<file path="src/rtl/pc_sequencer.sv">
// Fetch/decode/execute sequencer that owns the ProgramCounter and strobes the IR and datapath.
// Optional return stack enabled by defining SEQ_CALL_STACK_EN.
module pc_sequencer #(
  parameter int unsigned ADDR_W = 6
`ifdef SEQ_CALL_STACK_EN
  , parameter int unsigned STACK_DEPTH = 4
`endif
) (
  input  logic              clk,
  input  logic              rst,
  input  logic              start_i,
  input  logic              stall_i,
  input  logic              halt_req_i,
  input  logic              br_req_i,
  input  logic [ADDR_W-1:0] br_target_i,
`ifdef SEQ_CALL_STACK_EN
  input  logic              call_req_i,
  input  logic              ret_req_i,
  output logic              stk_err_o,
`endif
  output logic              pc_rst_o,
  output logic              pc_branch_o,
  output logic [ADDR_W-1:0] pc_target_o,
  output logic              ir_load_o,
  output logic              exec_en_o,
  output logic              busy_o,
  output logic              halted_o
);

  typedef enum logic [2:0] {
    S_IDLE   = 3'd0,
    S_FETCH  = 3'd1,
    S_DECODE = 3'd2,
    S_EXEC   = 3'd3,
    S_HALT   = 3'd4
  } state_e;

  state_e              state_q, state_d;
  logic [ADDR_W-1:0]   seq_pc_q, seq_pc_d;

  logic                pc_rst_d, pc_branch_d, ir_load_d, exec_en_d, busy_d, halted_d;
  logic [ADDR_W-1:0]   pc_target_d;
  logic                pc_rst_q, pc_branch_q, ir_load_q, exec_en_q, busy_q, halted_q;
  logic [ADDR_W-1:0]   pc_target_q;

`ifdef SEQ_CALL_STACK_EN
  localparam int unsigned SP_W  = $clog2(STACK_DEPTH + 1);
  localparam int unsigned IDX_W = (STACK_DEPTH > 1) ? $clog2(STACK_DEPTH) : 1;

  logic [ADDR_W-1:0]   stk_q [STACK_DEPTH];
  logic [SP_W-1:0]     sp_q;
  logic                stk_err_q, stk_err_d;
  logic                stk_push, stk_pop, stk_fault;
`endif

  // State, address, output and stack registers
  always_ff @(posedge clk or posedge rst) begin
    if (rst) begin
      state_q     <= S_IDLE;
      seq_pc_q    <= '0;
      pc_rst_q    <= 1'b1;
      pc_branch_q <= 1'b0;
      pc_target_q <= '0;
      ir_load_q   <= 1'b0;
      exec_en_q   <= 1'b0;
      busy_q      <= 1'b0;
      halted_q    <= 1'b0;
`ifdef SEQ_CALL_STACK_EN
      sp_q        <= '0;
      stk_err_q   <= 1'b0;
      for (int unsigned i = 0; i < STACK_DEPTH; i++) stk_q[i] <= '0;
`endif
    end else begin
      state_q     <= state_d;
      seq_pc_q    <= seq_pc_d;
      pc_rst_q    <= pc_rst_d;
      pc_branch_q <= pc_branch_d;
      pc_target_q <= pc_target_d;
      ir_load_q   <= ir_load_d;
      exec_en_q   <= exec_en_d;
      busy_q      <= busy_d;
      halted_q    <= halted_d;
`ifdef SEQ_CALL_STACK_EN
      stk_err_q   <= stk_err_d;
      if (stk_push) begin
        stk_q[IDX_W'(sp_q)] <= seq_pc_q + ADDR_W'(1);
        sp_q                <= sp_q + SP_W'(1);
      end else if (stk_pop) begin
        sp_q                <= sp_q - SP_W'(1);
      end
`endif
    end
  end

  // Next state and next fetch address; halt beats stall beats normal progress
  always_comb begin
    state_d  = state_q;
    seq_pc_d = seq_pc_q;
`ifdef SEQ_CALL_STACK_EN
    stk_push  = 1'b0;
    stk_pop   = 1'b0;
    stk_fault = 1'b0;
    stk_err_d = stk_err_q;
`endif
    unique case (state_q)
      S_IDLE: begin
        if (start_i) state_d = S_FETCH;
      end
      S_FETCH, S_DECODE, S_EXEC: begin
        if (halt_req_i) begin
          state_d = S_HALT;
        end else if (!stall_i) begin
          unique case (state_q)
            S_FETCH:  state_d = S_DECODE;
            S_DECODE: state_d = S_EXEC;
            default: begin
`ifdef SEQ_CALL_STACK_EN
              if (ret_req_i) begin
                if (sp_q == '0) begin
                  stk_fault = 1'b1;
                  state_d   = S_HALT;
                end else begin
                  stk_pop  = 1'b1;
                  seq_pc_d = stk_q[IDX_W'(sp_q - SP_W'(1))];
                  state_d  = S_FETCH;
                end
              end else if (call_req_i) begin
                if (sp_q == SP_W'(STACK_DEPTH)) begin
                  stk_fault = 1'b1;
                  state_d   = S_HALT;
                end else begin
                  stk_push = 1'b1;
                  seq_pc_d = br_target_i;
                  state_d  = S_FETCH;
                end
              end else
`endif
              begin
                seq_pc_d = br_req_i ? br_target_i : seq_pc_q + ADDR_W'(1);
                state_d  = S_FETCH;
              end
            end
          endcase
        end
      end
      S_HALT:  state_d = S_HALT;
      default: state_d = S_IDLE;
    endcase
`ifdef SEQ_CALL_STACK_EN
    if (stk_fault) stk_err_d = 1'b1;
`endif
  end

  // Output values for the coming cycle; strobes mark a FETCH or EXEC that completed
  always_comb begin
    pc_rst_d    = 1'b0;
    pc_branch_d = 1'b0;
    pc_target_d = '0;
    ir_load_d   = 1'b0;
    exec_en_d   = 1'b0;
    busy_d      = 1'b0;
    halted_d    = 1'b0;
    if (state_d == S_IDLE) begin
      pc_rst_d = 1'b1;
    end else begin
      pc_branch_d = 1'b1;
      pc_target_d = seq_pc_d;
    end
    busy_d    = (state_d == S_FETCH) || (state_d == S_DECODE) || (state_d == S_EXEC);
    halted_d  = (state_d == S_HALT);
    ir_load_d = (state_q == S_FETCH) && (state_d == S_DECODE);
    exec_en_d = (state_q == S_EXEC) && (state_d == S_FETCH);
  end

  assign pc_rst_o    = pc_rst_q;
  assign pc_branch_o = pc_branch_q;
  assign pc_target_o = pc_target_q;
  assign ir_load_o   = ir_load_q;
  assign exec_en_o   = exec_en_q;
  assign busy_o      = busy_q;
  assign halted_o    = halted_q;
`ifdef SEQ_CALL_STACK_EN
  assign stk_err_o   = stk_err_q;
`endif

endmodule
</file>
<file path="config.mk">
export PLATFORM = sky130hd
export DESIGN_NAME = pc_sequencer
export DESIGN_NICKNAME = d
export VERILOG_FILES = /design/src/rtl/pc_sequencer.sv
export SDC_FILE = /design/constraint.sdc
export NUM_CORES = 1
export LEC_CHECK = 0
export BUFFER_PORTS_ARGS = -buffer_cell sky130_fd_sc_hd__buf_4
export CAP_MARGIN = 20
export CELL_PAD_IN_SITES_DETAIL_PLACEMENT = 1
export CELL_PAD_IN_SITES_GLOBAL_PLACEMENT = 2
export CORE_ASPECT_RATIO = 2
export CORE_MARGIN = 5
export CORE_UTILIZATION = 34
export DETAILED_ROUTE_END_ITERATION = 6
export PLACE_DENSITY_LB_ADDON = 0.1
export SLEW_MARGIN = 20
export SYNTH_ARGS = -nofsm -noshare
export SYNTH_HDL_FRONTEND = slang
export SYNTH_SLANG_ARGS = --single-unit
export TNS_END_PERCENT = 100
</file>
<file path="constraint.sdc">
create_clock -name clk -period 2.5 [get_ports clk]
set_input_delay 0.25 -clock clk [delete_from_list [all_inputs] [get_ports clk]]
set_output_delay 0.25 -clock clk [all_outputs]
set_load 0.05 [all_outputs]
</file>
**Yosys cells after proc, flatten, opt, wreduce, memory -nomap -nowiden**

Cells that the tools add are included.

- Equality and inequality tests: 8
- Reduce and logical (&&, ||, !) cells: 8
- Add/sub/neg operators: 1
- Multiplexer cells: 13

Operator list:

| cell | number |
|---|---|
| $mux W6 | 6 |
| $eq A3 B2 Y1 const B | 4 |
| $mux W3 | 3 |
| $pmux W3 S3 | 1 |
| $add A6 B1 Y6 const B | 1 |
| $eq A3 B1 Y1 const B | 2 |
| $eq A3 B3 Y1 const B | 2 |
| $logic_not A3 Y1 | 2 |
| $pmux W2 S2 | 1 |
| $reduce_or A3 Y1 | 1 |
| $logic_and A1 B1 Y1 | 2 |
| $logic_or A1 B1 Y1 | 2 |
| $mux W1 | 2 |
| $reduce_or A2 Y1 | 1 |

- Register bits: 21
- Output and inout port bits: 12
- Bits of input ports: 12
- Logic and storage cells: 39

**Longest topological paths before layout**

Gate-level depths: netlist of the first run.

- Depth in word-level cells: 8
- Gate-level depth with buffers: 5
- Depth with buffers taken out: 5

**Worst setup path after synthesis of the first run**

No wires, ideal clock.

- Kind: reg-to-reg
- Start point: register state_q[2]
- End point: register pc_target_q[4], in the netlist pc_target_o[4]
- Setup slack: 885 ps
- Path buffers: 0
- Library setup time: 73 ps
- Stages on the path, launching flop included: 5
- Clock period less this slack: 1,615 ps
- Data required time: 2,427 ps
- Arrival time: 1,542 ps
- Cells stage by stage: dfrtp_1 > nor4b_4 > or4b_1 > a21o_1 > a21oi_2

- Cells in the longest elaborated chain, start to end: 7
- Elaborated cells on any way between the ends: 18
- Those cells by class: eq/ne: 4; mux: 10; reduce/logical: 4

Ends and longest elaborated chain:

| what | RTL line | text |
|---|---|---|
| start, declared | 38 | `state_e state_q, state_d;` |
| start signal, assigned | 74 | `state_q <= state_d;` |
| $eq A3 B2 Y1 or $eq A3 B1 Y1 (tied branches) | 105, 113 |  |
| $pmux W2 S2 or $reduce_or A2 Y1 (tied branches) | -- |  |
| $mux W3 or $mux W6 (tied branches) | 112, 113 |  |
| $mux W3 or $mux W6 (tied branches) | 110, 112 |  |
| $pmux W3 S3 or $mux W6 (tied branches) | 105, 110 |  |
| $logic_not A3 Y1 or $mux W6 (tied branches) | 163, 105 |  |
| $mux W6 * | 163 | `if (state_d == S_IDLE) begin` |
| via pc_target_d[4] | 42 | `logic [ADDR_W-1:0] pc_target_d;` |
| end signal, assigned | 78 | `pc_target_q <= pc_target_d;` |
| end, declared | 44 | `logic [ADDR_W-1:0] pc_target_q;` |

Mark *: on every way through the listed nets, which the timed path passes. The rest lies on a longest branch.

**Worst setup path after layout of the first run**

- Start point: register state_q[2]
- End point: register pc_target_q[2], in the netlist pc_target_o[2]

- Cells in the longest elaborated chain, start to end: 7
- Elaborated cells on any way between the ends: 18
- Those cells by class: eq/ne: 4; mux: 10; reduce/logical: 4

Ends and longest elaborated chain:

| what | RTL line | text |
|---|---|---|
| $eq A3 B1 Y1 or $eq A3 B2 Y1 (tied branches) | 105, 113 |  |
| $reduce_or A2 Y1 (no line) | -- |  |
| $mux W6 | 113 | `unique case (state_q)` |
| $mux W6 | 112 | `end else if (!stall_i) begin` |
| $mux W6 | 110 | `if (halt_req_i) begin` |
| $mux W6 * | 105 | `unique case (state_q)` |
| via seq_pc_d[2] | 39 | `logic [ADDR_W-1:0] seq_pc_q, seq_pc_d;` |
| $mux W6 * | 163 |  |
| via pc_target_d[2] | 42 |  |

Marked as above.

==> summary.txt, run 1 <==
Timing
  – Fmax: around 570 MHz
  – RSZ-0062 raised after global routing: no
  – Worst Clk Skew: 0.00421 ns
  – Period minus WS final: approximately 1.8 ns
  – Final cycle utilization of the critical path: a little over two thirds
  – Final setup fails: 0
  – Setup_tns: 0 ns
  – Final WS setup: 0.740 ns
  – Max-slew violation count: 0
  – Fin. Hold Viols: 0
  – Max-Slew Margin vs Limit: 48.6%
  – Worst-Margin Slew: 0.770 ns

Synthesis
  – EDFF count, synth: 0
  – Yosys Warn Count: 0
  – Sequential share of the synthesized area: between 50% and 60%
  – Top-area cell type share of the netlist area: between 50% and 60%
  – Async set-reset flop share out of synthesis: between 90% and 100%
  – Leading area contributor after synthesis: dfrtp_1
  – Cells after Synth: between 80 and 90
  – Synthesized area: roughly 910 sq um
  – Post-synth top flop: dfrtp_1
  – Synth cell types: 33
  – Synthesized flop and latch total: 21
  – Synth Area per Inst: between 10 and 15 sq um
  – Post-synth net total: 94
  – Synth top area cells: dfrtp_1 55%, mux2i_1 3.3%, nand2_1 3.3%, dfstp_2 2.9%, nand3_1 2.7%

Layout
  – Area grow syn2layout: 27.3%
  – Multi-input logic area: between 300 and 400 sq um
  – Final Net Count: 121
  – Reg area: roughly 530 sq um
  – Most frequent cells in the layout: 23 x buf_4, 20 x dfrtp_1, 8 x nand2_1, 6 x nor2_1, 5 x nand3_1
  – Layout cell share with drive strength beyond 1: between 20% and 30%
  – Antenna cells: 0
  – Final core utilization: a little under half
  – Leading cell type in the layout, fill and taps excluded: buf_4
  – # fillers: approximately 290

Clock tree
  – CTS tree: done
  – Number of hold buffers added after CTS: 0
  – Post-cts resize count: 0
  – Clock Pin Slew Worst Setup and Hold Paths: roughly 0.070 ns
  – H-tree level count: 1
  – Postcts setup bufs: 0
  – Worst skew pair latency: 0.26 ns
  – Clock root buffer: clkbuf_8
  – Clk buf depth: 2
  – Total CTS buffers: 3
  – CTS Sinks: 21

Floorplanning
  – I/O Pins: 24
  – Die Footprint: between 3000 and 4000 sq um
  – Die Ht: 83.2 um
  – Core Region: 2570 sq um
  – Initial Util: 35.4%
  – Row count: 26
  – Die Wd: 46.6 um

Place
  – GP Congestion: just under 0.8
  – Dpl hpwl: approximately 1600 um
  – Input/output buffers: 23
  – Pre-CTS WS: 0.707 ns

Global routing
  – Overall routing resource usage: about an eighth
  – Largest net degree at the start of global routing: 22
  – First-pass GRT wire length: 3440 um
  – Gr ovfl total: 0
  – Antenna violations before repair: 0
  – Vias in the first global route: approximately 750

Critical path
  – Peak fanout along the critical path: 7
  – Critical path class: reg -> reg
  – Setup crit end kind: flop
  – Startpoint types: flop
  – WP data required: 2.65 ns
  – Data arrival, critical path: 1.91 ns
  – Flop2flop setup slack: between 0.7 and 0.8 ns

Routing
  – Vias: between 600 and 700
  – 1st-iter DRT viols: 10
  – Pre-antenna DRT Iters: 4
  – DRC errors left: 0
  – Vias per cell: 5.12
  – Routed WL: between 2000 and 2500 um
  – Post-route ant nets: 0
  – Routed length per instance: ~15 um

Power and ir drop
  – Static leakage: 0.573 nW
  – Max VDD drop: about 0.33 mV
  – Power per Cell Area: a little over 500 nW/um^2

Outcome
  – Outcome: finished clean

Min path
  – Hold WC Path Type: in -> async

Run
  – MaxCap Viol Count: 0
==> metrics by stage <==
step	instance area, sq um	hold WS, ns	power, mW	cells
floorplan	911	0.226	0.357	81
global placement	1110	0.448	0.376	131
detailed placement	1110	0.454	0.376	131
CTS	1160	0.173	0.597	135
global route	1160	0.198	0.613	135
finish	1160	0.131	0.588	135
==> flip-flops by register name (all words and copies together), names as in the netlist <==
name         count
pc_branch_o      1
pc_target_o      6
seq_pc_q         6
busy_o           1
state_q          3
ir_load_o        1
halted_o         1
pc_rst_o         1
exec_en_o        1
==> power breakdown <==
group | leakage [nW] | total [mW] | internal, mW | switching [mW]
sequential | 0.264 | 0.340 | 0.340 | 0.000000000128
combinational | 0.286 | 0.0286 | 0.0137 | 0.0149
clock | 0.0228 | 0.220 | 0.114 | 0.106
total | 0.573 | 0.588 | 0.467 | 0.121
==> final timing paths <==
kind,start,to,cells after the start
worst max-delay path,state_q[2],pc_target_o[2],4
min in group clk,halt_req_i,state_q[1],2
max in group asynchronous,rst,state_q[2],2
worst min register to register,seq_pc_q[5],seq_pc_q[5],2
worst min-delay path,rst,pc_branch_o,2
worst max register to register,state_q[2],pc_target_o[2],4
==> cells in the mapped netlist, types with 2 or more instances <==
master / n
mux2i_1: 3
nor2b_1: 2
dfrtp_1: 20
a21oi_1: 2
a22oi_1: 3
o21ai_0: 2
nor3_1: 2
nand3_1: 5
nand2_1: 8
and2_1: 2
nor2_1: 6
a31oi_1: 2
inv_1: 4
==> final cells by class <==
class	instances	area share [%]
sequential	21	45.4
multi-input combinational	55	31.5
timing repair buffer	23	14.9
clock buffer	4	3.88
tap	28	3.02
inverter	4	1.29
==> worst max-delay path, stage by stage, from the launching register on <==
cell and delay (ns):
dfrtp_1 0.46, nor4b_4 0.40, nand2_1 0.24, a221o_1 0.40
and2_1 0.16
==> routing by layer <==
| metal | wire length, um | GRT usage (%) | vias to the layer above |
|---|---|---|---|
| li1 | - | - | 338 |
| met1 | 771 | 12.5 | 335 |
| met2 | 1120 | 21.2 | 14 |
| met3 | 102 | 2.60 | 4 |
| met4 | 41 | 6.22 | 0 |
| met5 | 0 | 0 | - |
==> kinds of logic after synthesis <==
logic type                 after synthesis  synth area share, %
buffers and inverters                    5                 2.06
AOI/OAI and AO/OA                       15                 11.8
adders and majority gates                1                 1.37
DFF                                     21                 57.8
xor gates and xnor gates                 1                0.962
and+or+nand+nor                         34                 21.4
muxes                                    4                 4.53
(Power assumes the default switching activity.)
==> inputs of run 2 (changes only) <==
Settings changed: CORE_UTILIZATION 34 to 31.
Clock period 2.5 ns to 1.7 ns, I/O delays scaled along.
==> run 2 against run 1 <==
Net effect:
- global-route usage down 0.74 points
- sequential cell count unchanged
- non-clock buffer count up 7
- fmax up 9.8%
- final area up 6.0%
- die area up 8.0%
- worst hold slack worse by 0.0076 ns
- critical path depth up 1
- sequential share of layout area down 2.6 points
- first-iteration DRC count down 20%
- core utilization down 2.8 points
- highest routed layer unchanged
- setup slack worse by 0.64 ns
==> summary.txt, run 2 (same netlist as run 1, synthesis figures left out) <==
Global routing
  – Antenna violations before repair: 0 (unchanged)
  – Met2 Use GR: 21.3% (+0.078 points)
  – GR Util met1: 10.7% (-1.8 points)
  – Overall routing resource usage: 11.4% (-0.74 points)
  – First-pass GRT wire length: 3710 um (+7.8%)
  – GR peak layer: met2
  – Largest net degree at the start of global routing: 22 (unchanged)
  – Gr ovfl total: 0 (unchanged)
  – Met3 Track Usage GR: 3.10% (+0.50 points)
  – Vias in the first global route: 818 (+8.9%)

Timing
  – Final cycle utilization of the critical path: 94.3% (+24 points)
  – Max-Slew Margin vs Limit: 80.1% (+32 points)
  – Worst Clk Skew: 0.00256 ns (-0.00165 ns)
  – Worst-Margin Slew: 0.297 ns (-0.473 ns)
  – Setup_tns: 0 ns (unchanged)
  – Final setup fails: 0 (unchanged)
  – Fmax: 624 MHz (+9.8%)
  – Max-slew violation count: 0 (unchanged)
  – Fin. Hold Viols: 0 (unchanged)
  – Fin Hold WS: 0.123 ns (-0.00764 ns)
  – Final WS setup: 0.0970 ns (-0.643 ns)
  – Period minus WS final: 1.60 ns (-0.157 ns)

Layout
  – Multi-input logic area: 378 sq um (+3.4%)
  – Layout cell share with drive strength beyond 1: 33.3% (+4.4 points)
  – Final Non-Filler Cells: 144 (+6.7%)
  – Most frequent cells in the layout: 29 x buf_4, 20 x dfrtp_1, 8 x nand2_1, 6 x nor2_1, 5 x nand3_1
  – Design area: 1230 sq um (+6.0%)
  – Leading cell type in the layout, fill and taps excluded: buf_4
  – # fillers: 330 (+13%)
  – Reg area: 527 sq um (unchanged)
  – Area grow syn2layout: 35.0%
  – Antenna cells: 0 (unchanged)
  – Final Net Count: 128 (+5.8%)

Critical path
  – Worst reg2reg startpoint: seq_pc_q[1]
  – Data arrival, critical path: 1.80 ns (-0.11 ns)
  – WP data required: 1.89 ns (-0.76 ns)
  – Cell breakdown of the critical path: ha_4 > nand3_1 > or4b_1 > a21o_1 > a21oi_2
  – Critical path class: reg -> reg
  – Slowest-stage cell, CP: or4b_1
  – Reg2Reg Depth: 5 (+1)
  – Slowest Stage Delay on Critical Path: 0.51 ns (+0.05 ns)
  – Peak fanout along the critical path: 3 (-4)
  – Setup crit end kind: flop
  – Worst r2r dst: pc_target_o[4]
  – Flop2flop setup slack: 0.1 ns (-0.64 ns)
  – Startpoint types: flop

Floorplanning
  – Core Region: 2910 sq um (+13%)
  – Row count: 28 (+7.7%)
  – Die Footprint: 4190 sq um (+8.0%)
  – Initial Util: 31.3% (-4.1 points)
  – I/O Pins: 24 (unchanged)
  – Die Wd: 48.3 um (+3.7%)
  – Die Ht: 86.7 um (+4.2%)

Routing
  – 1st-iter DRT viols: 8 (-2)
  – Vias per cell: 5.17 (+1.1%)
  – Post-route ant nets: 0 (unchanged)
  – Routed length per instance: 15.9 um (+5.5%)
  – Pre-antenna DRT Iters: 2 (-2)
  – DRC errors left: 0 (unchanged)
  – Vias: 745 (+7.8%)
  – Routed WL: 2290 um (+13%)

Clock tree
  – Total CTS buffers: 3 (unchanged)
  – Clock root buffer: clkbuf_8
  – CTS Sinks: 21 (unchanged)
  – Clock Pin Slew Worst Setup and Hold Paths: 0.07 ns (about the same)
  – Clk buf depth: 2 (unchanged)
  – Worst skew pair latency: 0.26 ns (about the same)
  – H-tree level count: 1 (unchanged)
  – CTS tree: done

Min path
  – Hold WC Path Type: in -> reg
  – Hold Crit Start: halt_req_i
  – Worst Hold End: state_q[1]
  – Hold Path Depth: 2

Run
  – MaxCap Viol Count: 0 (unchanged)

Outcome
  – Outcome: finished clean

Place
  – Post-DP Area: 1150 sq um (+2.9%)
  – GP Congestion: 0.713 (-8.2%)
  – Input/output buffers: 23 (unchanged)
  – Cells after DPL: 137 (+4.6%)
  – Pre-CTS WS: 0.0923 ns (-0.615 ns)
  – Dpl hpwl: 1720 um (+7.2%)

Power and ir drop
  – Power per Cell Area: 702 nW/um^2 (+38%)
  – Max VDD drop: 0.518 mV (+58%)
  – Static leakage: 0.603 nW (+5.3%)
==> run 2: what timing repair did <==
action,in CTS,in global routing
setup buffers,0,2
endpoints found under the setup margin,0,1
hold buffers,1,0
resized for setup,0,2
endpoints found under the hold margin,20,0
==> run 2: per-layer routing <==
metal / share of wire, % / vias to the layer above
met5: 0 / -
met4: 2.3 / 0
met3: 4.0 / 5
met2: 58 / 14
met1: 36 / 374
li1: - / 352
==> run 2: area by class of cell <==
cell class | instances | share of cell area [%]
sequential | 21 | 42.8
multi-input combinational | 55 | 30.7
timing repair buffer | 30 | 18.5
clock buffer | 4 | 3.66
tap | 30 | 3.05
inverter | 4 | 1.22
==> run 2: power by group <==
| part | internal (mW) | total (mW) | leakage, nW | switching (mW) |
|---|---|---|---|---|
| clock | 0.167 | 0.317 | 0.0228 | 0.150 |
| combinational | 0.0230 | 0.0461 | 0.317 | 0.0231 |
| sequential | 0.499 | 0.499 | 0.264 | 0.000000000214 |
| total | 0.689 | 0.863 | 0.603 | 0.174 |
==> run 2: through the flow <==
step                utilization, %  power (mW)
global placement              39.5       0.554
CTS                           41.4       0.880
floorplan                        -       0.525
global route                  42.3       0.904
finish                        42.3       0.863
detailed placement            39.5       0.555
==> run 2: worst max-delay path by stage <==
stage	to	from	cells past startpoint	slack, ns
floorplan	pc_target_o[4]	state_q[2]	4	0.08
global placement	pc_target_o[4]	seq_pc_q[0]	5	0.12
detailed placement	pc_target_o[4]	seq_pc_q[0]	5	0.09
finish	pc_target_o[4]	seq_pc_q[1]	5	0.1
CTS	pc_target_o[4]	seq_pc_q[0]	5	0.07
global route	pc_target_o[4]	seq_pc_q[1]	5	-0.009
==> run 2: critical path: cells and delay by family (launching register included) <==
| kind | cells | cell delay, ns |
|---|---|---|
| adder cells (fa/ha/maj) | 1 | 0.17 |
| AND/OR/NAND/NOR | 2 | 0.61 |
| flip-flops | 1 | 0.43 |
| AO/OA/AOI/OAI | 2 | 0.33 |
==> inputs of run 3 (changes only) <==
Settings changed: ABC_AREA set to 1, CORE_UTILIZATION 31 to 27.
Clock period 1.7 ns to 1.4 ns, I/O delays scaled along.
==> run 3 against run 2 <==
Net effect:
- die area increased by 25%
- via count is 18% higher
- register-to-register slack worse by 0.04 ns
- power increased to 3.8 times the previous value
- critical path type unchanged
- synthesized area is 13% higher
- global-route usage is 0.52 points lower
==> summary.txt, run 3 <==
Floorplanning
  – Initial Util: 28.2% (-3.1 points)
  – Die Wd: 53.7 um (+11%)
  – Core Region: 3650 sq um (+25%)
  – Die Ht: 97.3 um (+12%)
  – Die Footprint: 5220 sq um (+25%)
  – Row count: 31 (+11%)
  – I/O Pins: 24 (unchanged)

Clock tree
  – Clk buf depth: 2 (unchanged)
  – Total CTS buffers: 3 (unchanged)
  – CTS Sinks: 21 (unchanged)
  – H-tree level count: 1 (unchanged)
  – Clock Pin Slew Worst Setup and Hold Paths: 0.08 ns (about the same)
  – Clock root buffer: clkbuf_8
  – CTS tree: done
  – Worst skew pair latency: 0.26 ns (about the same)

Min path
  – Hold WC Path Type: in -> reg

Synthesis
  – Compound-Gate Fraction of Synth Area: 3.40% (-8.4 points)
  – Synthesized area: 1030 sq um (+13%)
  – Cells after Synth: 119 (+47%)
  – Top-area cell type share of the netlist area: 48.6% (-6.3 points)
  – Leading area contributor after synthesis: dfrtp_1
  – Post-synth top flop: dfrtp_1
  – Synth Area per Inst: 8.65 sq um (-23%)
  – Synth cell types: 22 (-33%)
  – Sequential share of the synthesized area: 51.2% (-6.7 points)
  – Post-synth top cells: 31 x nand2_1, 20 x dfrtp_1, 20 x inv_1, 9 x nor2_1
  – EDFF count, synth: 0 (unchanged)
  – Mux cell area share after synthesis: 0.972% (-3.6 points)
  – Synth top area cells: dfrtp_1 49%, nand2_1 11%, inv_1 7.3%, nor2_2 3.6%, nor2_1 3.3%
  – Post-synth net total: 132 (+40%)
  – Main combinational cell family by area after synthesis: simple AND/OR/NAND/NOR gates
  – Synthesized flop and latch total: 21 (unchanged)
  – Count leader, synth: nand2_1
  – Async set-reset flop share out of synthesis: 100% (unchanged)
  – Yosys Warn Count: 0 (unchanged)
  – Synth Area in XOR/XNOR: 0.851% (-0.11 points)
  – Post-Synth Simple-Gate Area: 34.4% (+13 points)
  – Adder-cell area share of the yosys netlist: 1.22% (-0.16 points)

Layout
  – Antenna cells: 0 (unchanged)
  – Final Non-Filler Cells: 203 (+41%)
  – Leading cell type in the layout, fill and taps excluded: buf_4
  – Design area: 1430 sq um (+17%)
  – Most frequent cells in the layout: 30 x buf_4, 29 x nand2_1, 19 x inv_1, 18 x dfrtp_1, 8 x nor2_1
  – Area grow syn2layout: 39.2%
  – Final Net Count: 168 (+31%)
  – Layout cell share with drive strength beyond 1: 42.9% (+9.5 points)

Place
  – Post-DP Area: 1270 sq um (+11%)
  – GP Congestion: 0.766 (+7.4%)
  – Cells after DPL: 192 (+40%)
  – Dpl hpwl: 2080 um (+21%)
  – Pre-CTS WS: 0.0633 ns (-0.0290 ns)
  – Input/output buffers: 23 (unchanged)

Critical path
  – WP data required: 1.60 ns (-0.29 ns)
  – Setup crit end kind: flop
  – Slowest-stage cell, CP: dfrtp_1
  – Top cell family by delay on the critical path: simple AND/OR/NAND/NOR gates
  – Worst path bufs/invs: 1 (+1)
  – Peak fanout along the critical path: 6 (+3)
  – Cell breakdown of the critical path: inv_2 > nand2_4 > nand3_4 > nand2_4 > nor2_4 > nand2_1 > nand2_1 > nand2_2 > nor2_2
  – Slowest Stage Delay on Critical Path: 0.43 ns (-0.08 ns)
  – Critical path class: reg -> reg
  – Data arrival, critical path: 1.54 ns (-0.26 ns)
  – Startpoint types: flop

Routing
  – Vias: 880 (+18%)
  – Post-route ant nets: 0 (unchanged)
  – DRC errors left: 0 (unchanged)
  – 1st-iter DRT viols: 11 (+3)
  – Pre-antenna DRT Iters: 4 (+2)
  – Routed length per instance: 12.8 um (-20%)
  – Vias per cell: 4.33 (-16%)
  – Routed WL: 2590 um (+13%)

Timing
  – Worst-Margin Slew: 0.277 ns (-0.0205 ns)
  – Final WS setup: 0.0560 ns (-0.0410 ns)
  – Setup_tns: 0 ns (unchanged)
  – Fin. Hold Viols: 0 (unchanged)
  – Fmax: 744 MHz (+19%)
  – Worst Clk Skew: 0.00226 ns (-0.000298 ns)
  – Final cycle utilization of the critical path: 96.0% (+1.7 points)
  – Period minus WS final: 1.34 ns (-0.259 ns)
  – Fin Hold WS: 0.177 ns (+0.0536 ns)
  – Max-Slew Margin vs Limit: 81.5% (+1.4 points)
  – RSZ-0062 raised after global routing: yes
  – Final setup fails: 0 (unchanged)
  – Max-slew violation count: 0 (unchanged)

Power and ir drop
  – NetSw: 1.55 mW (+790%)
  – Clock Power Share: 12.3% (-25 points)
  – Sw Share: 47.9% (+28 points)
  – Combinational Power Share: 55.7% (+50 points)
  – Max VDD drop: 0.935 mV (+81%)
  – Register share of total power: 32.0% (-26 points)
  – Static leakage: 0.754 nW (+25%)
  – P_int: 1.69 mW (+150%)
  – Power per Cell Area: 2260 nW/um^2 (+220%)

Global routing
  – First-pass GRT wire length: 4240 um (+15%)
  – Antenna violations before repair: 0 (unchanged)
  – Vias in the first global route: 942 (+15%)
  – Overall routing resource usage: 10.9% (-0.52 points)
  – Gr ovfl total: 0 (unchanged)
  – Largest net degree at the start of global routing: 22 (unchanged)

Outcome
  – Outcome: finished clean

Run
  – MaxCap Viol Count: 0 (unchanged)
run 3: metrics by stage:
| stage | power [mW] | util [%] |
|---|---|---|
| after floorplan | 2.19 | - |
| after global placement | 2.65 | 34.9 |
| after detailed placement | 2.68 | 34.9 |
| after CTS | 3.08 | 36.4 |
| after global routing | 3.49 | 39.3 |
| final | 3.24 | 39.3 |
run 3: cells by family after synthesis:
logic type / after synthesis
AO/OA/AOI/OAI: 7
XOR/XNOR: 1
adder cells (fa/ha/maj): 1
buffers and inverters: 22
flip-flops: 21
multiplexers: 1
AND/OR/NAND/NOR: 66
run 3: routing by layer:
layer  up-vias  part of all wire [%]  GRT usage (%)
li1        427                     -              -
met1       438                    34           10.8
met2        13                    62           20.7
met3         2                   3.4           1.69
met4         0                   1.0           4.13
met5         -                     0              0
run 3: area by class of cell:
cell class | instances | area (sq um)
fillers | 466 | 2210
well taps | 49 | 61.3
flip-flops and latches | 21 | 529
clock inverters | 1 | 5.00
inverters | 22 | 85.1
repair buffers | 31 | 235
multi-input cells | 76 | 477
clock buffers | 3 | 41.3
run 3: worst min-delay path, cell delays in order:
cell and delay [ns]:
buf_4 0.08, inv_1 0.06, nand2_1 0.07, nor2_1 0.04
run 3: path summary, 6_finish.rpt:
| check | slack, ns | end | depth (start not counted) | start |
|---|---|---|---|---|
| worst min-delay path | 0.18 | ir_load_o | 4 | halt_req_i |
| max in group asynchronous | 0.66 | pc_rst_o | 4 | rst |
| worst max-delay path | 0.06 | pc_target_o[3] | 9 | state_q[0] |
| worst min register to register | 0.55 | seq_pc_q[5] | 2 | seq_pc_q[5] |
| min in group asynchronous | 0.47 | pc_target_o[3] | 4 | rst |
| worst max register to register | 0.06 | pc_target_o[3] | 9 | state_q[0] |
run 3: timing repair:
item	CTS	global route
gates resized for setup	0	16
endpoints found under the setup margin	0	9
hold buffers	1	0
buffers inserted	0	6
endpoints found under the hold margin	20	0
run 3: power by group through the flow:
stage	registers [mW]	clock network [mW]	logic, mW
after floorplan	1.50	0	0.690
after global placement	1.03	0	1.63
after detailed placement	1.04	0	1.64
after CTS	1.03	0.413	1.64
after global routing	1.07	0.446	1.97
final	1.04	0.399	1.81
